<file path="src/rtl/alu_seq_ctrl.sv">
// rtl/alu_seq_ctrl.sv - multi-cycle regfile/ALU command sequencer with shift-and-add MUL
// Walks READ -> EXEC (or 32-step MUL) -> WB for one accepted command at a time.
module alu_seq_ctrl #(
    parameter int XLEN         = 32,
    parameter bit MUL_EN       = 1'b1,
    parameter bit ZERO_PROTECT = 1'b1
) (
    input  logic            CLK,
    input  logic            RST,
    input  logic            CMD_VALID,
    output logic            CMD_READY,
    input  logic [2:0]      CMD_OP,
    input  logic [4:0]      CMD_RD,
    input  logic [4:0]      CMD_RS1,
    input  logic [4:0]      CMD_RS2,
    output logic [4:0]      RF_A1,
    output logic [4:0]      RF_A2,
    output logic [4:0]      RF_A3,
    output logic            RF_WE3,
    output logic [XLEN-1:0] RF_WD3,
    input  logic [XLEN-1:0] RF_RD1,
    input  logic [XLEN-1:0] RF_RD2,
    output logic [XLEN-1:0] ALU_A,
    output logic [XLEN-1:0] ALU_B,
    output logic [1:0]      ALU_SEL,
    input  logic [XLEN-1:0] ALU_Y,
    output logic            DONE,
    output logic            ERR,
    output logic [XLEN-1:0] RESULT
);

    typedef enum logic [2:0] {
        S_IDLE = 3'd0,
        S_READ = 3'd1,
        S_EXEC = 3'd2,
        S_MUL  = 3'd3,
        S_WB   = 3'd4,
        S_ERRS = 3'd5
    } state_t;

    localparam logic [2:0] OP_MUL = 3'b100;

    state_t          state;
    state_t          state_nxt;
    logic [2:0]      op;
    logic [4:0]      rd;
    logic [4:0]      rs1;
    logic [4:0]      rs2;
    logic [XLEN-1:0] opa;
    logic [XLEN-1:0] opb;
    logic [XLEN-1:0] res;
    logic [XLEN-1:0] acc;
    logic [XLEN-1:0] mc;
    logic [XLEN-1:0] mp;
    logic [4:0]      cnt;
    logic            cmd_legal;
    logic            mul_last;

    assign cmd_legal = (CMD_OP < OP_MUL) || ((CMD_OP == OP_MUL) && MUL_EN);
    assign mul_last  = (cnt == 5'd31);

    always_ff @(posedge CLK) begin
        if (RST) begin
            state  <= S_IDLE;
            op     <= '0;
            rd     <= '0;
            rs1    <= '0;
            rs2    <= '0;
            opa    <= '0;
            opb    <= '0;
            res    <= '0;
            acc    <= '0;
            mc     <= '0;
            mp     <= '0;
            cnt    <= '0;
            RESULT <= '0;
        end else begin
            state <= state_nxt;
            case (state)
                S_IDLE: begin
                    if (CMD_VALID) begin
                        op  <= CMD_OP;
                        rd  <= CMD_RD;
                        rs1 <= CMD_RS1;
                        rs2 <= CMD_RS2;
                    end
                end
                S_READ: begin
                    // Multiplier registers are seeded here so MUL starts iterating on its first cycle.
                    opa <= RF_RD1;
                    opb <= RF_RD2;
                    acc <= '0;
                    mc  <= RF_RD1;
                    mp  <= RF_RD2;
                    cnt <= '0;
                end
                S_EXEC: begin
                    res <= ALU_Y;
                end
                S_MUL: begin
                    if (mp[0]) begin
                        acc <= ALU_Y;
                    end
                    mc  <= mc << 1;
                    mp  <= mp >> 1;
                    cnt <= cnt + 5'd1;
                    if (mul_last) begin
                        res <= mp[0] ? ALU_Y : acc;
                    end
                end
                S_WB: begin
                    RESULT <= res;
                end
                default: begin
                end
            endcase
        end
    end

    // Every output is forced low while RST is high so an aborted command can never write or complete.
    always_comb begin
        state_nxt = state;
        CMD_READY = 1'b0;
        RF_A1     = '0;
        RF_A2     = '0;
        RF_A3     = '0;
        RF_WE3    = 1'b0;
        RF_WD3    = '0;
        ALU_A     = '0;
        ALU_B     = '0;
        ALU_SEL   = 2'b00;
        DONE      = 1'b0;
        ERR       = 1'b0;
        if (!RST) begin
            case (state)
                S_IDLE: begin
                    CMD_READY = 1'b1;
                    if (CMD_VALID) begin
                        state_nxt = cmd_legal ? S_READ : S_ERRS;
                    end
                end
                S_READ: begin
                    RF_A1     = rs1;
                    RF_A2     = rs2;
                    state_nxt = (op == OP_MUL) ? S_MUL : S_EXEC;
                end
                S_EXEC: begin
                    ALU_A     = opa;
                    ALU_B     = opb;
                    ALU_SEL   = op[1:0];
                    state_nxt = S_WB;
                end
                S_MUL: begin
                    ALU_A   = acc;
                    ALU_B   = mc;
                    ALU_SEL = 2'b00;
                    if (mul_last) begin
                        state_nxt = S_WB;
                    end
                end
                S_WB: begin
                    RF_A3     = rd;
                    RF_WD3    = res;
                    RF_WE3    = !(ZERO_PROTECT && (rd == 5'd0));
                    DONE      = 1'b1;
                    state_nxt = S_IDLE;
                end
                S_ERRS: begin
                    DONE      = 1'b1;
                    ERR       = 1'b1;
                    state_nxt = S_IDLE;
                end
                default: begin
                    state_nxt = S_IDLE;
                end
            endcase
        end
    end

endmodule

</file>
<file path="config.mk">
export PLATFORM = sky130hd
export DESIGN_NAME = alu_seq_ctrl
export DESIGN_NICKNAME = d
export VERILOG_FILES = /design/src/rtl/alu_seq_ctrl.sv
export SDC_FILE = /design/constraint.sdc
export NUM_CORES = 1
export LEC_CHECK = 0
export CAP_MARGIN = 40
export CORE_MARGIN = 8
export CORE_UTILIZATION = 53
export CTS_CLUSTER_SIZE = 40
export DETAILED_ROUTE_END_ITERATION = 8
export PLACE_DENSITY = 0.86
export SLEW_MARGIN = 5
export SYNTH_ARGS = -nofsm -noshare
export SYNTH_HDL_FRONTEND = slang
export SYNTH_SLANG_ARGS = --single-unit
</file>
<file path="constraint.sdc">
create_clock -name CLK -period 4.55 [get_ports CLK]
set_clock_uncertainty 0.05 [all_clocks]
set_input_delay 0.91 -clock CLK [delete_from_list [all_inputs] [get_ports CLK]]
set_output_delay 0.91 -clock CLK [all_outputs]
set_load 0.05 [all_outputs]
</file>
==> impl_metrics.prom, run 1 <==
# TYPE chip_impl_metric gauge
chip_impl_metric{name="hold_viol_final",unit=""} 0
chip_impl_metric{name="ir_drop",unit="µV"} 277
chip_impl_metric{name="drive_gt1_share",unit="%"} 8.74
chip_impl_metric{name="die_height",unit="µm"} 156
chip_impl_info{name="setup_repair_after_global_routing_missed_its_margin",value="false"} 1
chip_impl_metric{name="yosys.cell_types.count",unit=""} 39
chip_impl_metric{name="slew_violations",unit=""} 0
chip_impl_info{name="cp-start-kind",value="flip-flop"} 1
chip_impl_metric{name="cts_bufs_inserted",unit=""} 26
chip_impl_metric{name="postLayoutCoreUtil",unit="%"} 73.2
chip_impl_metric{name="post-route-worst-setup-slack",unit="ns"} 0.486
chip_impl_info{name="crit_path_cell_trace",value="buf_4 > and3b_2 > buf_4 > a22oi_1 > nor2_1 > clkdlybuf4s50_1"} 1
chip_impl_metric{name="drt_drc_violations_left",unit=""} 0
chip_impl_info{name="r2r_start",value="cnt[0]$_SDFFE_PP0P_"} 1
chip_impl_metric{name="dpl_cell_area",unit="µm²"} 13300
chip_impl_info{name="cts_tree",value="done"} 1
chip_impl_metric{name="setup_violations",unit=""} 0
chip_impl_info{name="synth_most_common_cell",value="sky130_fd_sc_hd__dfxtp_1"} 1
chip_impl_metric{name="total_clock_sinks",unit=""} 250
chip_impl_metric{name="core_area",unit="µm²"} 19400
chip_impl_metric{name="cp_slowest_stage_delay",unit="ns"} 0.83
chip_impl_metric{name="post_synth_arst_share",unit="%"} 0
chip_impl_metric{name="min_period",unit="ns"} 4.06
chip_impl_metric{name="first_global_vias",unit=""} 8885
chip_impl_metric{name="synth_fp_nets",unit=""} 1276
chip_impl_metric{name="worst_setup_hold_path_clk_slew",unit="ns"} 0.06
chip_impl_metric{name="worstPathBufferInverterCount",unit=""} 3
chip_impl_metric{name="max_clock_freq",unit="MHz"} 246
chip_impl_metric{name="syn_avg_cell_area",unit="µm²"} 9.03
chip_impl_info{name="timing.hold.worst_endpoint",value="rs2[0]$_SDFFE_PP0P_"} 1
chip_impl_metric{name="worst_slack_after_detailed_placement",unit="ns"} 0.913
chip_impl_metric{name="finish.cell_count_without_fillers",unit=""} 1653
chip_impl_metric{name="grt_pass1_wl",unit="mm"} 48.4
chip_impl_metric{name="synth_warnings",unit=""} 0
chip_impl_metric{name="route.vias.total",unit=""} 9378
chip_impl_metric{name="crit_fanout",unit=""} 25
chip_impl_metric{name="cp_num_cells",unit=""} 6
chip_impl_info{name="critical-path-top-delay-family",value="buffers and inverters"} 1
chip_impl_metric{name="maxCapViolCount",unit=""} 0
chip_impl_metric{name="synth_edf_count",unit=""} 0
chip_impl_metric{name="ctsLongestPathBuffers",unit=""} 3
chip_impl_metric{name="worst_skew_pair.late_latency",unit="ns"} 0.53
chip_impl_metric{name="wire_per_inst",unit="µm"} 18.9
chip_impl_metric{name="cts.hold.buffers_added",unit=""} 0
chip_impl_metric{name="drt.antenna.violating_nets",unit=""} 0
chip_impl_metric{name="post_cts.repair.setup_buffers",unit=""} 0
chip_impl_metric{name="count_of_pins_on_the_block_boundary",unit=""} 266
chip_impl_metric{name="wl",unit="mm"} 31.3
chip_impl_info{name="yosys-top-cells-count",value="sky130_fd_sc_hd__dfxtp_1, sky130_fd_sc_hd__nand2_1, sky130_fd_sc_hd__nor2_1"} 1
chip_impl_metric{name="placed_cells_incl_taps",unit=""} 1602
chip_impl_metric{name="critical_path_arrival",unit="ns"} 3.10
chip_impl_metric{name="largest_net_degree_at_the_start_of_global_routing",unit=""} 88
chip_impl_metric{name="post-route-period-util",unit="%"} 89.3
chip_impl_info{name="holdCritPathClass",value="flip-flop to flip-flop"} 1
chip_impl_info{name="critical-path-slowest-cell",value="sky130_fd_sc_hd__clkdlybuf4s50_1"} 1
chip_impl_metric{name="synth-seq-cells",unit=""} 250
chip_impl_metric{name="antenna_found_initial",unit=""} 3
chip_impl_metric{name="area_growth_syn_to_layout",unit="%"} 35.8
chip_impl_metric{name="synth.yosys.seq_area_share",unit="%"} 47.9
chip_impl_info{name="critical_path.endpoint_type",value="output pin"} 1
chip_impl_metric{name="grt_util_all_layers",unit="%"} 24.3
chip_impl_metric{name="r2r_setup_slack",unit="ns"} 2.40
chip_impl_metric{name="place_hpwl",unit="mm"} 22.0
chip_impl_metric{name="firstDrtPassIters",unit=""} 5
chip_impl_metric{name="min_delay_path_depth",unit=""} 2
chip_impl_metric{name="io_buffers",unit=""} 265
chip_impl_metric{name="avgViaCountPerCell",unit=""} 5.67
chip_impl_metric{name="gp_congestion",unit=""} 0.796
chip_impl_info{name="hold_path.startpoint",value="rs2[0]$_SDFFE_PP0P_"} 1
chip_impl_info{name="synth.area.top_cells",value="sky130_fd_sc_hd__dfxtp_1, sky130_fd_sc_hd__mux2i_1, sky130_fd_sc_hd__nand2_1"} 1
chip_impl_metric{name="initial_core_utilization",unit="%"} 53.9
chip_impl_metric{name="worst-r2r-cell-count",unit=""} 7
chip_impl_metric{name="power-per-cell-area",unit="nW/µm²"} 371
chip_impl_info{name="timing.rr.end",value="res[10]$_SDFFE_PP0P_"} 1
chip_impl_metric{name="nets",unit=""} 1484
chip_impl_metric{name="fin_hold_ws",unit="ns"} 0.402
chip_impl_metric{name="drtIter0Drc",unit=""} 650
chip_impl_info{name="worst_setup_path_startpoint",value="state[2]$_SDFFE_PP0P_"} 1
chip_impl_metric{name="finish.instance_area",unit="µm²"} 14200
chip_impl_metric{name="worst-slew-pin-transition",unit="ns"} 0.715
chip_impl_metric{name="synth_cells",unit=""} 1157
chip_impl_metric{name="die_area",unit="µm²"} 24500
chip_impl_info{name="synth_largest_area_cell",value="sky130_fd_sc_hd__dfxtp_1"} 1
chip_impl_metric{name="power",unit="mW"} 5.26
chip_impl_metric{name="netlist_area",unit="µm²"} 10400
chip_impl_info{name="clock_tree.root_cell",value="sky130_fd_sc_hd__clkbuf_16"} 1
chip_impl_metric{name="horizontal_extent_of_the_die",unit="µm"} 156
chip_impl_metric{name="maxSlewHeadroom",unit="%"} 52.3
chip_impl_metric{name="static-leakage-power",unit="nW"} 5.22
chip_impl_info{name="worstSetupPathType",value="flip-flop to output pin"} 1
chip_impl_metric{name="num_rows",unit=""} 51
chip_impl_info{name="run_status",value="complete, no violations"} 1
chip_impl_metric{name="cts.htree.levels",unit=""} 1
chip_impl_metric{name="grt.overflow.total",unit=""} 0
chip_impl_metric{name="worst-endpoint-required",unit="ns"} 3.59
chip_impl_info{name="cell_repeated_most_along_the_worst_path",value="sky130_fd_sc_hd__buf_4"} 1
chip_impl_info{name="main_synth_ff_type",value="sky130_fd_sc_hd__dfxtp_1"} 1
chip_impl_metric{name="synth_top_cell_area_share",unit="%"} 47.9
chip_impl_metric{name="post_cts.resized_instances",unit=""} 0
chip_impl_metric{name="finalSetupTns",unit="ns"} 0
## worst reg2reg max path: stages (launching register included)
cell and delay (ns):
sky130_fd_sc_hd__dfxtp_1 0.34, sky130_fd_sc_hd__ha_1 0.23, sky130_fd_sc_hd__and3_1 0.19, sky130_fd_sc_hd__ha_1 0.19, sky130_fd_sc_hd__nand2b_1 0.22, sky130_fd_sc_hd__nand2_1 0.50
sky130_fd_sc_hd__buf_16 0.23, sky130_fd_sc_hd__o2bb2ai_1 0.09
## worst max-delay path by stage
stage,to,slack (ns)
after floorplan,CMD_READY,0.86
final,ALU_B[4],0.49
after global placement,ALU_B[21],0.95
after CTS,ALU_B[4],0.48
after detailed placement,ALU_B[4],0.91
after global routing,ALU_B[22],0.37
## per-layer routing
layer	up-vias	global-route usage [%]	wire [µm]
met1	4418	32.0	13700
met2	369	39.2	14500
met3	48	4.80	2370
li1	4543	-	-
met5	-	0	0
met4	0	7.87	768
## registers in the layout (all words and copies together), names as in the netlist, 32 cells and up
name,flops
mp,32
res,32
RESULT,32
mc,32
acc,32
opa,32
opb,32
## cells in the final DEF, fill, tap and decap left out, types with 13 or more instances in the layout
cell / instances
sky130_fd_sc_hd__mux2i_1: 94
sky130_fd_sc_hd__and2_1: 47
sky130_fd_sc_hd__a21oi_1: 84
sky130_fd_sc_hd__dfxtp_1: 249
sky130_fd_sc_hd__buf_12: 13
sky130_fd_sc_hd__clkdlybuf4s50_1: 226
sky130_fd_sc_hd__o2bb2ai_1: 32
sky130_fd_sc_hd__a211oi_1: 64
sky130_fd_sc_hd__nand2_1: 169
sky130_fd_sc_hd__nor2_1: 132
sky130_fd_sc_hd__a22o_1: 64
sky130_fd_sc_hd__buf_4: 47
sky130_fd_sc_hd__a22oi_1: 66
sky130_fd_sc_hd__clkbuf_16: 27
## report_power, final
part | internal, mW | total (mW) | switching [mW]
Sequential | 2.31 | 2.40 | 0.0901
Clock | 1.29 | 2.18 | 0.895
Combinational | 0.291 | 0.675 | 0.384
Total | 3.90 | 5.26 | 1.37
## layout make-up
class                      instances  area, µm²
fill                            1427       5210
sequential                       250       5010
multi-input combinational        793       4970
timing repair buffer             291       2970
clock buffer                      38        767
tap                              265        332
clock inverter                    10        124
inverter                           3       11.3
antenna                            3       7.51
## kinds of logic (layout without fill, tap and decap cells)
family / count (synthesis) / after routing / share of synthesized area [%]
other: 0 / 3 / 0
AND/OR/NAND/NOR: 376 / 376 / 15.8
AO/OA/AOI/OAI: 321 / 321 / 22.2
buffers and inverters: 114 / 342 / 4.90
adder cells (fa/ha/maj): 2 / 2 / 0.239
multiplexers: 94 / 94 / 9.00
flip-flops: 250 / 250 / 47.9
No activity file was read; power rests on OpenSTA's default activity.
==> inputs of run 2 (changes only) <==
--- a/config.mk
+++ b/config.mk
@@ -7,10 +7,11 @@
 export LEC_CHECK = 0
 export CAP_MARGIN = 40
 export CORE_MARGIN = 8
-export CORE_UTILIZATION = 53
+export CORE_UTILIZATION = 55
+export CTS_BUF_LIST = sky130_fd_sc_hd__clkbuf_8
 export CTS_CLUSTER_SIZE = 40
 export DETAILED_ROUTE_END_ITERATION = 8
-export PLACE_DENSITY = 0.86
+export PLACE_DENSITY = 0.88
 export SLEW_MARGIN = 5
 export SYNTH_ARGS = -nofsm -noshare
 export SYNTH_HDL_FRONTEND = slang
==> run 2 against run 1 <==
  * Highest routed layer unchanged
  * Largest power group unchanged
  * Sequential share of layout area rose by 0.097 points
  * Global-route usage rose by 1.3 points
  * Count of clock-buffer cells in the layout rose by 14
  * Critical endpoint is now ALU_B[10]
  * First-iteration DRC count fell by 1.2%
  * Critical path type unchanged
  * Flip-flop and latch count did not move
  * Routed wire length fell by 0.52%
  * Cell count fell by 0.97%
  * Largest cell class unchanged
==> impl_metrics.prom, run 2 (synthesized netlist as in run 1, its figures left out) <==
# TYPE chip_impl_metric gauge
chip_impl_metric{name="grt_pass1_wl",unit="mm"} 50.0
chip_impl_metric{name="maxCapViolCount",unit=""} 0
chip_impl_metric{name="die_area",unit="µm²"} 23700
chip_impl_info{name="cts_tree",value="done"} 1
chip_impl_metric{name="cts.hold.buffers_added",unit=""} 0
chip_impl_info{name="clock_tree.root_cell",value="sky130_fd_sc_hd__clkbuf_8"} 1
chip_impl_metric{name="cts.htree.levels",unit=""} 2
chip_impl_metric{name="nets",unit=""} 1494
chip_impl_info{name="worst_setup_path_startpoint",value="state[1]$_SDFFE_PP0P_"} 1
chip_impl_metric{name="multi_input_logic_area",unit="µm²"} 4970
chip_impl_metric{name="power",unit="mW"} 5.00
chip_impl_metric{name="drt.antenna.violating_nets",unit=""} 0
chip_impl_metric{name="post_cts.resized_instances",unit=""} 0
chip_impl_metric{name="gp_congestion",unit=""} 0.813
chip_impl_metric{name="largest_net_degree_at_the_start_of_global_routing",unit=""} 133
chip_impl_metric{name="placed_cells_incl_taps",unit=""} 1566
chip_impl_metric{name="hold_viol_final",unit=""} 0
chip_impl_metric{name="firstDrtPassIters",unit=""} 5
chip_impl_metric{name="dpl_cell_area",unit="µm²"} 13300
chip_impl_metric{name="area_growth_syn_to_layout",unit="%"} 35.4
chip_impl_metric{name="drtIter0Drc",unit=""} 642
chip_impl_metric{name="worst_skew_pair.late_latency",unit="ns"} 0.51
chip_impl_metric{name="post_cts.repair.setup_buffers",unit=""} 0
chip_impl_metric{name="antenna_found_initial",unit=""} 1
chip_impl_info{name="holdCritPathClass",value="flip-flop to flip-flop"} 1
chip_impl_info{name="setup_repair_after_global_routing_missed_its_margin",value="false"} 1
chip_impl_metric{name="route.vias.total",unit=""} 9506
chip_impl_metric{name="critical_path_arrival",unit="ns"} 3.22
chip_impl_metric{name="avgViaCountPerCell",unit=""} 5.81
chip_impl_metric{name="drt_drc_violations_left",unit=""} 0
chip_impl_info{name="run_status",value="complete, no violations"} 1
chip_impl_metric{name="drive_gt1_share",unit="%"} 9.20
chip_impl_metric{name="cts_bufs_inserted",unit=""} 41
chip_impl_metric{name="core_area",unit="µm²"} 18700
chip_impl_metric{name="post-route-worst-setup-slack",unit="ns"} 0.366
chip_impl_metric{name="finalSetupTns",unit="ns"} 0
chip_impl_metric{name="area_of_all_sequential_standard_cells",unit="µm²"} 5010
chip_impl_metric{name="crit_fanout",unit=""} 28
chip_impl_info{name="worstSetupPathType",value="flip-flop to output pin"} 1
chip_impl_metric{name="setup_violations",unit=""} 0
chip_impl_metric{name="post-route-period-util",unit="%"} 92.0
chip_impl_metric{name="num_rows",unit=""} 50
chip_impl_metric{name="fin_hold_ws",unit="ns"} 0.404
chip_impl_metric{name="min_period",unit="ns"} 4.18
chip_impl_metric{name="die_height",unit="µm"} 154
chip_impl_info{name="cp-start-kind",value="flip-flop"} 1
chip_impl_metric{name="total_clock_sinks",unit=""} 250
chip_impl_metric{name="finish.instance_area",unit="µm²"} 14200
chip_impl_metric{name="worst-endpoint-required",unit="ns"} 3.59
chip_impl_metric{name="count_of_pins_on_the_block_boundary",unit=""} 266
chip_impl_metric{name="horizontal_extent_of_the_die",unit="µm"} 154
chip_impl_info{name="r2r_start",value="state[1]$_SDFFE_PP0P_"} 1
chip_impl_metric{name="ctsLongestPathBuffers",unit=""} 3
chip_impl_metric{name="slew_violations",unit=""} 0
chip_impl_metric{name="io_buffers",unit=""} 265
chip_impl_metric{name="worst-slew-pin-transition",unit="ns"} 0.956
chip_impl_metric{name="grt_util_all_layers",unit="%"} 25.5
chip_impl_metric{name="layout.filler_cells",unit=""} 1339
chip_impl_metric{name="worst_slack_after_detailed_placement",unit="ns"} 0.748
chip_impl_metric{name="static-leakage-power",unit="nW"} 5.26
chip_impl_metric{name="wl",unit="mm"} 31.1
chip_impl_metric{name="wire_per_inst",unit="µm"} 19.0
chip_impl_metric{name="grt.overflow.total",unit=""} 0
chip_impl_metric{name="ir_drop",unit="µV"} 244
chip_impl_info{name="layout_commonest_cell",value="sky130_fd_sc_hd__dfxtp_1"} 1
chip_impl_metric{name="initial_core_utilization",unit="%"} 55.9
chip_impl_info{name="critical_path.endpoint_type",value="output pin"} 1
chip_impl_info{name="mostFrequentLayoutCells",value="sky130_fd_sc_hd__dfxtp_1, sky130_fd_sc_hd__clkdlybuf4s50_1, sky130_fd_sc_hd__nand2_1"} 1
chip_impl_metric{name="finish.cell_count_without_fillers",unit=""} 1637
chip_impl_metric{name="max_clock_freq",unit="MHz"} 239
chip_impl_metric{name="postLayoutCoreUtil",unit="%"} 75.7
chip_impl_info{name="hold_path.startpoint",value="opa[20]$_SDFFE_PP0N_"} 1
chip_impl_metric{name="power-per-cell-area",unit="nW/µm²"} 354
chip_impl_metric{name="maxSlewHeadroom",unit="%"} 36.0
chip_impl_metric{name="worst_setup_hold_path_clk_slew",unit="ns"} 0.06
chip_impl_metric{name="place_hpwl",unit="mm"} 21.3
chip_impl_metric{name="first_global_vias",unit=""} 9169
run 2: changes by cell type in the layout (fill, tap and decap cells not counted), moves of 6 or more:
cell,change
sky130_fd_sc_hd__clkbuf_8,+47
sky130_fd_sc_hd__clkbuf_16,-27
sky130_fd_sc_hd__inv_1,+15
sky130_fd_sc_hd__buf_4,-14
sky130_fd_sc_hd__buf_12,+10
sky130_fd_sc_hd__clkbuf_1,-6
run 2: worst paths after layout:
kind                                to  cells past startpoint  slack [ns]
hold / removal    opa[20]$_SDFFE_PP0N_                      2        0.40
setup reg to reg  opa[15]$_SDFFE_PP0N_                      5        2.23
setup / recovery             ALU_B[10]                      5        0.37
hold reg to reg   opa[20]$_SDFFE_PP0N_                      2        0.40
run 2: report_power, final:
part           switching [mW]  internal [mW]  leakage, nW
logic                   0.383          0.286         2.75
clock network           0.851           1.08        0.476
registers              0.0926           2.32         2.03
total                    1.33           3.68         5.26
run 2: area by class of cell:
class                   instances  share of cell area, %
flip-flops and latches        250                   35.4
multi-input cells             793                   35.1
repair buffers                286                   21.6
clock buffers                  52                   5.06
well taps                     234                   2.07
clock inverters                18                  0.681
inverters                       3                 0.0796
diodes                          1                 0.0177
run 2: per-layer routing:
metal / vias to the layer above / share of wire, % / global-route usage [%]
met5: - / 0 / 0
met4: 0 / 3.0 / 9.61
met3: 69 / 7.5 / 5.77
met2: 390 / 46 / 40.3
met1: 4505 / 44 / 33.6
li1: 4542 / - / -
run 2: critical path, cell delays in order (launching register included):
cell	delay [ns]
sky130_fd_sc_hd__dfxtp_4	0.55
sky130_fd_sc_hd__and3b_2	0.65
sky130_fd_sc_hd__buf_4	0.39
sky130_fd_sc_hd__a22oi_1	0.12
sky130_fd_sc_hd__nor2_1	0.14
sky130_fd_sc_hd__clkdlybuf4s50_1	0.85
==> inputs of run 3 (changes only) <==
--- a/config.mk
+++ b/config.mk
@@ -6,12 +6,12 @@
 export NUM_CORES = 1
 export LEC_CHECK = 0
 export CAP_MARGIN = 40
-export CORE_MARGIN = 8
+export CORE_MARGIN = 1
 export CORE_UTILIZATION = 55
 export CTS_BUF_LIST = sky130_fd_sc_hd__clkbuf_8
 export CTS_CLUSTER_SIZE = 40
 export DETAILED_ROUTE_END_ITERATION = 8
-export PLACE_DENSITY = 0.88
+export PLACE_DENSITY_LB_ADDON = 0.3
 export SLEW_MARGIN = 5
 export SYNTH_ARGS = -nofsm -noshare
 export SYNTH_HDL_FRONTEND = slang
==> run 3 against run 2 <==
  * Hold slack got worse by 0.00061 ns
  * Sequential power about the same
  * Combinational power about the same
  * Via count about the same
  * Sequential share of layout area increased by 0.10 points
  * Die area fell by 17%
==> impl_metrics.prom, run 3 (synthesized netlist as in run 1, its figures left out) <==
# TYPE chip_impl_metric gauge
chip_impl_metric{name="cts.hold.buffers_added",unit=""} 0
chip_impl_metric{name="max_clock_freq",unit="MHz"} 237
chip_impl_metric{name="area_of_all_sequential_standard_cells",unit="µm²"} 5010
chip_impl_metric{name="post_cts.resized_instances",unit=""} 0
chip_impl_metric{name="place_hpwl",unit="mm"} 19.5
chip_impl_info{name="worstSetupPathType",value="flip-flop to output pin"} 1
chip_impl_metric{name="maxCapViolCount",unit=""} 0
chip_impl_info{name="clock_tree.root_cell",value="sky130_fd_sc_hd__clkbuf_8"} 1
chip_impl_metric{name="grt_pass1_wl",unit="mm"} 46.4
chip_impl_metric{name="worst_skew_pair.late_latency",unit="ns"} 0.55
chip_impl_info{name="holdCritPathClass",value="flip-flop to flip-flop"} 1
chip_impl_metric{name="drt.antenna.violating_nets",unit=""} 0
chip_impl_metric{name="avgViaCountPerCell",unit=""} 5.81
chip_impl_metric{name="largest_net_degree_at_the_start_of_global_routing",unit=""} 90
chip_impl_info{name="layout_commonest_cell",value="sky130_fd_sc_hd__dfxtp_1"} 1
chip_impl_metric{name="maxSlewHeadroom",unit="%"} 36.0
chip_impl_metric{name="num_antenna_cells",unit=""} 0
chip_impl_info{name="run_status",value="complete, no violations"} 1
chip_impl_metric{name="fin_hold_ws",unit="ns"} 0.404
chip_impl_metric{name="wl",unit="mm"} 29.1
chip_impl_metric{name="power",unit="mW"} 4.92
chip_impl_metric{name="cts.htree.levels",unit=""} 2
chip_impl_metric{name="core_area",unit="µm²"} 18600
chip_impl_metric{name="critical_path_arrival",unit="ns"} 3.27
chip_impl_metric{name="min_period",unit="ns"} 4.23
chip_impl_metric{name="die_height",unit="µm"} 140
chip_impl_info{name="cp-start-kind",value="flip-flop"} 1
chip_impl_metric{name="area_growth_syn_to_layout",unit="%"} 35.0
chip_impl_metric{name="drtIter0Drc",unit=""} 714
chip_impl_metric{name="layout.filler_cells",unit=""} 1327
chip_impl_metric{name="grt.overflow.total",unit=""} 0
chip_impl_metric{name="wire_per_inst",unit="µm"} 17.8
chip_impl_metric{name="io_buffers",unit=""} 265
chip_impl_metric{name="initial_core_utilization",unit="%"} 56.0
chip_impl_metric{name="power-per-cell-area",unit="nW/µm²"} 349
chip_impl_info{name="cts_tree",value="done"} 1
chip_impl_info{name="critical_path.endpoint_type",value="output pin"} 1
chip_impl_metric{name="post-route-period-util",unit="%"} 92.9
chip_impl_metric{name="die_area",unit="µm²"} 19600
chip_impl_metric{name="route.vias.total",unit=""} 9501
chip_impl_metric{name="hold_viol_final",unit=""} 0
chip_impl_metric{name="ir_drop",unit="µV"} 229
chip_impl_metric{name="grt_util_all_layers",unit="%"} 29.3
chip_impl_metric{name="firstDrtPassIters",unit=""} 7
chip_impl_metric{name="static-leakage-power",unit="nW"} 5.24
chip_impl_metric{name="ctsLongestPathBuffers",unit=""} 3
chip_impl_metric{name="num_rows",unit=""} 50
chip_impl_metric{name="total_clock_sinks",unit=""} 250
chip_impl_metric{name="slew_violations",unit=""} 0
chip_impl_metric{name="crit_fanout",unit=""} 37
chip_impl_metric{name="antenna_found_initial",unit=""} 0
chip_impl_metric{name="worst-endpoint-required",unit="ns"} 3.59
chip_impl_metric{name="first_global_vias",unit=""} 8773
chip_impl_metric{name="gp_congestion",unit=""} 0.813
chip_impl_metric{name="drt_drc_violations_left",unit=""} 0
chip_impl_metric{name="count_of_pins_on_the_block_boundary",unit=""} 266
chip_impl_metric{name="setup_violations",unit=""} 0
chip_impl_metric{name="worst-slew-pin-transition",unit="ns"} 0.956
chip_impl_metric{name="worst_setup_hold_path_clk_slew",unit="ns"} 0.06
chip_impl_metric{name="drive_gt1_share",unit="%"} 9.07
chip_impl_metric{name="cts_bufs_inserted",unit=""} 41
chip_impl_metric{name="horizontal_extent_of_the_die",unit="µm"} 140
chip_impl_metric{name="post_cts.repair.setup_buffers",unit=""} 0
chip_impl_info{name="mostFrequentLayoutCells",value="sky130_fd_sc_hd__dfxtp_1, sky130_fd_sc_hd__clkdlybuf4s50_1, sky130_fd_sc_hd__nand2_1"} 1
chip_impl_metric{name="nets",unit=""} 1495
chip_impl_metric{name="finalSetupTns",unit="ns"} 0
chip_impl_metric{name="multi_input_logic_area",unit="µm²"} 4970
chip_impl_info{name="setup_repair_after_global_routing_missed_its_margin",value="false"} 1
## run 3: cell count changes in the layout (fill, tap and decap cells not counted)
cell	previous run	this run
sky130_fd_sc_hd__diode_2	1	0
sky130_fd_sc_hd__buf_8	1	0
sky130_fd_sc_hd__buf_2	0	1
sky130_fd_sc_hd__clkbuf_8	52	47
sky130_fd_sc_hd__clkinvlp_4	0	1
sky130_fd_sc_hd__clkinv_2	2	3
sky130_fd_sc_hd__buf_16	2	3
## run 3: final cells by class
type	count	share of cell area, %
tap	234	2.07
clock inverter	20	0.771
timing repair buffer	287	21.8
sequential	250	35.5
multi-input combinational	793	35.2
inverter	3	0.0798
clock buffer	47	4.58
## run 3: path summary, 6_finish.rpt
check,from,end,slack (ns),cells after the start
max,state[1]$_SDFFE_PP0P_,ALU_B[22],0.32,5
min,opb[17]$_SDFFE_PP0N_,opb[17]$_SDFFE_PP0N_,0.40,2
max reg2reg,state[1]$_SDFFE_PP0P_,opb[12]$_SDFFE_PP0N_,1.93,6
min reg2reg,opb[17]$_SDFFE_PP0N_,opb[17]$_SDFFE_PP0N_,0.40,2
## run 3: power breakdown
group          internal [mW]  total, mW  switching (mW)
Clock                  0.989       1.84           0.854
Combinational          0.287      0.668           0.381
Sequential              2.32       2.41          0.0934
## run 3: routing by layer
| layer | global-route usage [%] | wire [µm] |
|---|---|---|
| met5 | 0 | 0 |
| met4 | 12.7 | 929 |
| met3 | 5.02 | 2320 |
| met2 | 44.0 | 12800 |
| met1 | 41.3 | 13000 |
## run 3: worst max-delay path: stages, from the launching register on
cell and delay, ns:
sky130_fd_sc_hd__dfxtp_4 0.60, sky130_fd_sc_hd__and3b_2 0.69, sky130_fd_sc_hd__buf_12 0.29, sky130_fd_sc_hd__a22oi_1 0.13, sky130_fd_sc_hd__nor2_1 0.16, sky130_fd_sc_hd__clkdlybuf4s50_1 0.83
## run 3: per-stage QoR
| stage | cells | cell area (µm²) | utilization [%] | setup slack, ns |
|---|---|---|---|---|
| 4_1_cts | 1633 | 14100 | 75.7 | 0.347 |
| 5_1_grt | 1634 | 14100 | 75.7 | 0.218 |
| 2_1_floorplan | 1157 | 10400 | - | 0.856 |
| 3_5_place_dp | 1566 | 13400 | 71.6 | 0.515 |
| 6_report | 1634 | 14100 | 75.7 | 0.323 |
| 3_3_place_gp | 1562 | 13200 | 71.1 | 0.620 |
